===== src/rtl/multicycle_ctrl.sv =====
// rtl/multicycle_ctrl.sv - Moore control FSM for a multicycle MIPS-style datapath
module multicycle_ctrl (
  input  logic       clk,
  input  logic       reset_n,
  input  logic [5:0] op,
  input  logic       zero,
  input  logic       mem_ready,
  output logic       mem_req,
  output logic       memwrite,
  output logic       iord,
  output logic       irwrite,
  output logic       pcen,
  output logic       regwrite,
  output logic       regdst,
  output logic       memtoreg,
  output logic       alusrca,
  output logic [1:0] alusrcb,
  output logic [1:0] pcsrc,
  output logic [1:0] aluop,
  output logic       illegal
);

  localparam logic [5:0] OP_LW   = 6'b100011;
  localparam logic [5:0] OP_SW   = 6'b101011;
  localparam logic [5:0] OP_RTYP = 6'b000000;
  localparam logic [5:0] OP_BEQ  = 6'b000100;
  localparam logic [5:0] OP_ADDI = 6'b001000;
  localparam logic [5:0] OP_J    = 6'b000010;

  // FETCH is encoding 0 so an uninitialised register still looks like FETCH
  typedef enum logic [3:0] {
    S_FETCH    = 4'd0,
    S_DECODE   = 4'd1,
    S_MEMADR   = 4'd2,
    S_MEMRD    = 4'd3,
    S_MEMWB    = 4'd4,
    S_MEMWR    = 4'd5,
    S_EXECUTE  = 4'd6,
    S_ALUWB    = 4'd7,
    S_BRANCH   = 4'd8,
    S_ADDIEXEC = 4'd9,
    S_ADDIWB   = 4'd10,
    S_JUMP     = 4'd11
  } state_e;

  state_e state_q, state_d;

  // State register; reset returns to FETCH without waiting for a clock edge
  always_ff @(posedge clk or negedge reset_n) begin
    if (!reset_n) begin
      state_q <= S_FETCH;
    end else begin
      state_q <= state_d;
    end
  end

  // Next-state and per-state control outputs; reset overrides outputs combinationally
  always_comb begin
    state_d  = state_q;
    mem_req  = 1'b0;
    memwrite = 1'b0;
    iord     = 1'b0;
    irwrite  = 1'b0;
    pcen     = 1'b0;
    regwrite = 1'b0;
    regdst   = 1'b0;
    memtoreg = 1'b0;
    alusrca  = 1'b0;
    alusrcb  = 2'b00;
    pcsrc    = 2'b00;
    aluop    = 2'b00;
    illegal  = 1'b0;

    case (state_q)
      S_FETCH: begin
        // PC+4 computed every fetch cycle; IR/PC only load on the ready cycle
        mem_req = 1'b1;
        alusrcb = 2'b01;
        irwrite = mem_ready;
        pcen    = mem_ready;
        if (mem_ready) begin
          state_d = S_DECODE;
        end
      end

      S_DECODE: begin
        // Branch target precomputed into ALUOut while opcode is decoded
        alusrcb = 2'b11;
        case (op)
          OP_LW, OP_SW: state_d = S_MEMADR;
          OP_RTYP:      state_d = S_EXECUTE;
          OP_BEQ:       state_d = S_BRANCH;
          OP_ADDI:      state_d = S_ADDIEXEC;
          OP_J:         state_d = S_JUMP;
          default: begin
            illegal = 1'b1;
            state_d = S_FETCH;
          end
        endcase
      end

      S_MEMADR: begin
        alusrca = 1'b1;
        alusrcb = 2'b10;
        state_d = (op == OP_LW) ? S_MEMRD : S_MEMWR;
      end

      S_MEMRD: begin
        mem_req = 1'b1;
        iord    = 1'b1;
        if (mem_ready) begin
          state_d = S_MEMWB;
        end
      end

      S_MEMWB: begin
        regwrite = 1'b1;
        memtoreg = 1'b1;
        state_d  = S_FETCH;
      end

      S_MEMWR: begin
        // Write strobe held for the whole access, including stall cycles
        mem_req  = 1'b1;
        iord     = 1'b1;
        memwrite = 1'b1;
        if (mem_ready) begin
          state_d = S_FETCH;
        end
      end

      S_EXECUTE: begin
        alusrca = 1'b1;
        aluop   = 2'b10;
        state_d = S_ALUWB;
      end

      S_ALUWB: begin
        regwrite = 1'b1;
        regdst   = 1'b1;
        state_d  = S_FETCH;
      end

      S_BRANCH: begin
        alusrca = 1'b1;
        aluop   = 2'b01;
        pcsrc   = 2'b01;
        pcen    = zero;
        state_d = S_FETCH;
      end

      S_ADDIEXEC: begin
        alusrca = 1'b1;
        alusrcb = 2'b10;
        state_d = S_ADDIWB;
      end

      S_ADDIWB: begin
        regwrite = 1'b1;
        state_d  = S_FETCH;
      end

      S_JUMP: begin
        pcsrc   = 2'b10;
        pcen    = 1'b1;
        state_d = S_FETCH;
      end

      default: begin
        state_d = S_FETCH;
      end
    endcase

    // While reset is held every strobe is quiet and the muxes show FETCH selects
    if (!reset_n) begin
      state_d  = S_FETCH;
      mem_req  = 1'b0;
      memwrite = 1'b0;
      iord     = 1'b0;
      irwrite  = 1'b0;
      pcen     = 1'b0;
      regwrite = 1'b0;
      regdst   = 1'b0;
      memtoreg = 1'b0;
      alusrca  = 1'b0;
      alusrcb  = 2'b01;
      pcsrc    = 2'b00;
      aluop    = 2'b00;
      illegal  = 1'b0;
    end
  end

endmodule


===== config.mk =====
export PLATFORM = sky130hd
export DESIGN_NAME = multicycle_ctrl
export DESIGN_NICKNAME = d
export VERILOG_FILES = /design/src/rtl/multicycle_ctrl.sv
export SDC_FILE = /design/constraint.sdc
export NUM_CORES = 1
export LEC_CHECK = 0
export CORE_AREA = 8 8 45 47
export CTS_BUF_LIST = sky130_fd_sc_hd__clkbuf_4 sky130_fd_sc_hd__clkbuf_8
export CTS_CLUSTER_DIAMETER = 30
export DETAILED_ROUTE_END_ITERATION = 16
export DIE_AREA = 0 0 53 55
export PLACE_DENSITY = 0.82
export SYNTH_ARGS = -nofsm -noshare
export SYNTH_HDL_FRONTEND = slang
export SYNTH_SLANG_ARGS = --single-unit
export TNS_END_PERCENT = 1

===== constraint.sdc =====
create_clock -name clk -period 2.9 [get_ports clk]
set_input_delay 0.58 -clock clk [delete_from_list [all_inputs] [get_ports clk]]
set_output_delay 0.58 -clock clk [all_outputs]
set_load 0.05 [all_outputs]

# Word-level counts from Yosys, hierarchy flattened
# Index checks and enable logic that the tools add are counted.
[op_classes] eq_ne=19 mux=34 reduce_logical=10
[ops] operator="$pmux 4 s7" count=1
[ops] operator="$mux 1" count=20
[ops] operator="$pmux 4 s5" count=1
[ops] operator="$eq 4x3->1 const B" count=4
[ops] operator="$eq 4x4->1 const B" count=4
[ops] operator="$mux 4" count=4
[ops] operator="$eq 6x6->1 const B" count=2
[ops] operator="$ne 3x3->1 const B" count=3
[ops] operator="$eq 4x2->1 const B" count=2
[ops] operator="$pmux 2 s2" count=2
[ops] operator="$eq 6x2->1 const B" count=1
[ops] operator="$eq 6x3->1 const B" count=1
[ops] operator="$eq 6x4->1 const B" count=1
[ops] operator="$logic_not 6->1" count=1
[ops] operator="$mux 2" count=3
[ops] operator="$pmux 2 s3" count=1
[ops] operator="$reduce_or 2->1" count=3
[ops] operator="$reduce_or 3->1" count=2
[ops] operator="$reduce_or 6->1" count=1
[ops] operator="$eq 4x1->1 const B" count=1
[ops] operator="$logic_not 4->1" count=1
[ops] operator="$reduce_or 4->1" count=1
[ops] operator="$mux 3" count=1
[ops] operator="$pmux 1 s3" count=1
[ops] operator="$reduce_and 3->1" count=1
[word_totals] word_cells=64 regBits=4 inputBits=10 output_inout_bits=16

# Longest topological paths before layout
[logic_depth] word_depth=5 mapped_depth=5 mapped_depth_nobuf=4

# Least setup slack after synthesis
# OpenSTA, ideal clock, no wires.
[synth_path] path_type="flip-flop to output port" start="register state_q[3]" end="output port pcsrc[0]" stages_incl_launch_ff=6 arrival_time_ns=2.381 setup_slack_ns=-0.061 n_path_buf=2 required_time_ns=2.320 path_cell_list="dfrtp_1 clkbuf_1 and2b_1 nand2_1 nor3_1 buf_4"
[synth_via] elab_chain_len=3 elab_cells_between_ends=4
[synth_rtl] item="from (decl)" line_no="46" rtl="state_e state_q, state_d;"
[synth_rtl] item="from (signal assigned)" line_no="53" rtl="state_q <= state_d;"
[synth_rtl] item="$eq 4x4->1" line_no="74" rtl="case (state_q)"
[synth_rtl] item="$pmux 2 s2 (*)" line_no="74"
[synth_rtl] item="$mux 2 (*)" line_no="175" rtl="if (!reset_n) begin"
[synth_rtl] item="to (decl)" line_no="18" rtl="output logic [1:0] pcsrc,"
# Mark *: on every way between the ends. The rest lies on a longest branch, timed or not.

# Worst setup path in the final report
[layout_path] start="input port op[2]" end="output port illegal"
[layout_via] elab_chain_len=5 elab_cells_between_ends=10
[layout_rtl] item="from (decl)" line_no="5" rtl="input logic [5:0] op,"
[layout_rtl] item="$eq 6x6->1 (tied with other cells)" line_no="89" rtl="case (op)"
[layout_rtl] item="$reduce_or 6->1 (no source line) (*)"
[layout_rtl] item="$mux 1 (*)" line_no="89"
[layout_rtl] item="$mux 1 (*)" line_no="74"
[layout_rtl] item="$mux 1 (*)" line_no="175"
[layout_rtl] item="to (decl)" line_no="20" rtl="output logic illegal"
# Marked as above.

==> results.md <==
- Layout area overhead: 74.18%
- Post-Syn Area: 571.8 um2
- Crit path max fanout: 6
- Final period util: 92.23%
- Crit Path Class: in2out
- CTS sink cnt: 4
- First-pass GRT wire length: 3139 um
- Core area: ~0.0014 mm2
- Top reg by flops: state_q
- Post-synth cell types: 32
- Tightest Pin Transition: 0.5426 ns
- Biggest registers after layout: state_q x4
- Slowest library cell on the worst path: clkdlybuf4s50_1
- Die area: 0.002915 mm2
- Routed len/inst: 15.50 um
- Synth warn: 0
- CTS tree: done
- Gr ovfl total: 0
- Cells after synthesis: 88
- CP required: approximately 2.3 ns
- Antenna violations before repair: 0
- Peak supply drop: 0.2069 mV
- Largest net degree at the start of global routing: 18
- Max Clock Skew: 0.0002164 ns
- Worst-case clock buffer depth: 2
- # hold bufs at CTS: 0
- Starting DRT DRC Count: 12
- Most frequent cells in the layout: buf_12, nor2_1, a21oi_1
- Share of layout cells above drive strength 1: 22.52%
- Commonest non-fill, non-tap cell in the layout: buf_12
- Vert. Die Dim: 55 um
- Antenna Nets Post-Route: 0
- Pre-Repair DR Iteration Count: 4
- # diodes: 0
- Post-CTS Resized: 0
- Hpwl dp: roughly 1500 um
- Final setup violating endpoints: 0
- Static leakage: 0.3903 nW
- Critical path, cell by cell: clkdlybuf4s50_1 > maj3_1 > o32a_1 > nor2_1 > nor3_1 > buf_4
- IO Count: 26
- PortBufs: 25
- GP Congestion: 0.9152
- Power Density: between 200 and 250 mW/mm2
- Fin crit period: 2.675 ns
- Reg2Reg Depth: 4
- Worst-path clk slew: 0.04 ns
- Rows: 14
- DRC viols: 0
- Non-Filler Instances: around 130
- Sequential area share after synthesis: 17.51%
- RSZ-0062 raised after global routing: no
- Synth Net Count: 98
- Total Routing Usage GR: 13.86%
- CTS Buf Count: 3
- Worst setup SP type: input pin
- CTS Root Cell: clkbuf_4
- Final Hold Violating Endpoints: 0
- Yosys reg bits: 4
- Placed cell count: about 120
- Slew Limit Fails: 0
- Max Freq: 373.9 MHz
- Number of global-route vias before repair: between 600 and 700
- Vias per cell: 5.945
- Die Wd: 53 um
- Worst EP arrival: 2.09 ns
- Clk_lat worst skew: around 0.23 ns
- Starting Density: 41.32%
- Mapped Avg Cell Area: 6.498 um2
- H-tree depth: 1
- Routed vias: 755
- Status: finished, final reports clean
- Design Power: around 0.00023 W
- Post CTS Setup Buffer Count: 0
- Rel. slew slack: 63.83%
- Fin nets: 123
- Hold Path Class: in2async
- Hold WS: 0.7582 ns
- Total of max-cap violations: 0
- Crit end category: primary output
- Post-route setup TNS: 0 ns
- Final WL: 1968 um
- Number of flip-flops in the largest register: 4
- Max stage delay on crit path: about 0.50 ns
==> synth_stat cells (all sizes together) <==
master / number / area (um2)
nand2: 6 / 22.52
or2: 1 / 6.260
nand3: 4 / 20.02
nor4: 2 / 12.51
buf: 3 / 17.52
or3: 2 / 12.51
o2bb2ai: 1 / 8.760
o21ai: 3 / 15.01
nor2: 13 / 48.80
a22o: 1 / 8.760
xor2: 2 / 17.52
a31oi: 1 / 6.260
a21oi: 11 / 55.05
inv: 5 / 18.76
or4: 2 / 18.77
o32a: 2 / 20.02
o21a: 1 / 7.510
and2b: 1 / 7.510
dfrtp: 4 / 100.1
maj3: 1 / 10.01
o22ai: 1 / 6.260
o31ai: 2 / 15.01
nand2b: 4 / 25.02
clkbuf: 3 / 11.26
a211oi: 3 / 32.53
nor3b: 1 / 7.510
nor3: 8 / 40.04
==> final timing paths <==
kind	slack, ns	to	startpoint
setup / recovery	0.23	illegal	op[2]
hold / removal	0.76	state_q[0]	reset_n
setup reg to reg	1.15	state_q[1]	state_q[2]
hold reg to reg	0.84	state_q[3]	state_q[3]
max in group asynchronous	2.03	state_q[1]	reset_n
min in group clk	0.84	state_q[3]	state_q[3]
==> routing by layer <==
layer / up-vias / share of wire [%] / track usage, %
li1: 367 / - / -
met1: 359 / 41 / 16.67
met2: 25 / 52 / 22.66
met3: 4 / 5.4 / 4.011
met4: 0 / 1.5 / 5.603
met5: - / 0 / 0
==> report_power, final <==
group | leakage [nW] | total [W] | internal [W] | switching [W]
logic | 0.322 | 0.0000933 | 0.0000430 | 0.0000504
registers | 0.0548 | 0.0000645 | 0.0000575 | 0.00000698
clock network | 0.0138 | 0.0000697 | 0.0000463 | 0.0000234
==> worst max-delay path, delay by kind of cell <==
family	cells	cell delay (ns)
buffers and inverters	2	0.70
AND/OR/NAND/NOR	2	0.15
AO/OA/AOI/OAI	1	0.29
adder cells (fa/ha/maj)	1	0.38
==> final cells by class <==
cell class	instances	area [um2]
Timing Repair Buffer	26	405.4
Sequential cell	4	100.1
Fill cell	101	387.9
Tap cell	16	20.02
Clock buffer	3	22.52
Inverter	5	18.77
Multi-Input combinational cell	73	429.2
==> metrics by stage <==
step | utilization [%] | setup WS [ns] | cell area, um2
after global placement | 70.34 | 0.2548 | 973.4
after global routing | 71.97 | 0.1458 | 996.0
final | 71.97 | 0.2253 | 996.0
after CTS | 71.97 | 0.2224 | 996.0
after floorplan | - | 0.3323 | 576.8
after detailed placement | 70.34 | 0.2304 | 973.4
==> kinds of logic after synthesis <==
family	synth area share, %
simple gates	38.73
compound gates	30.63
buf+inv	8.314
flops	17.51
xor+xnor	3.064
fa+ha+maj	1.751
Note: power is estimated with default switching activity, not from simulation.
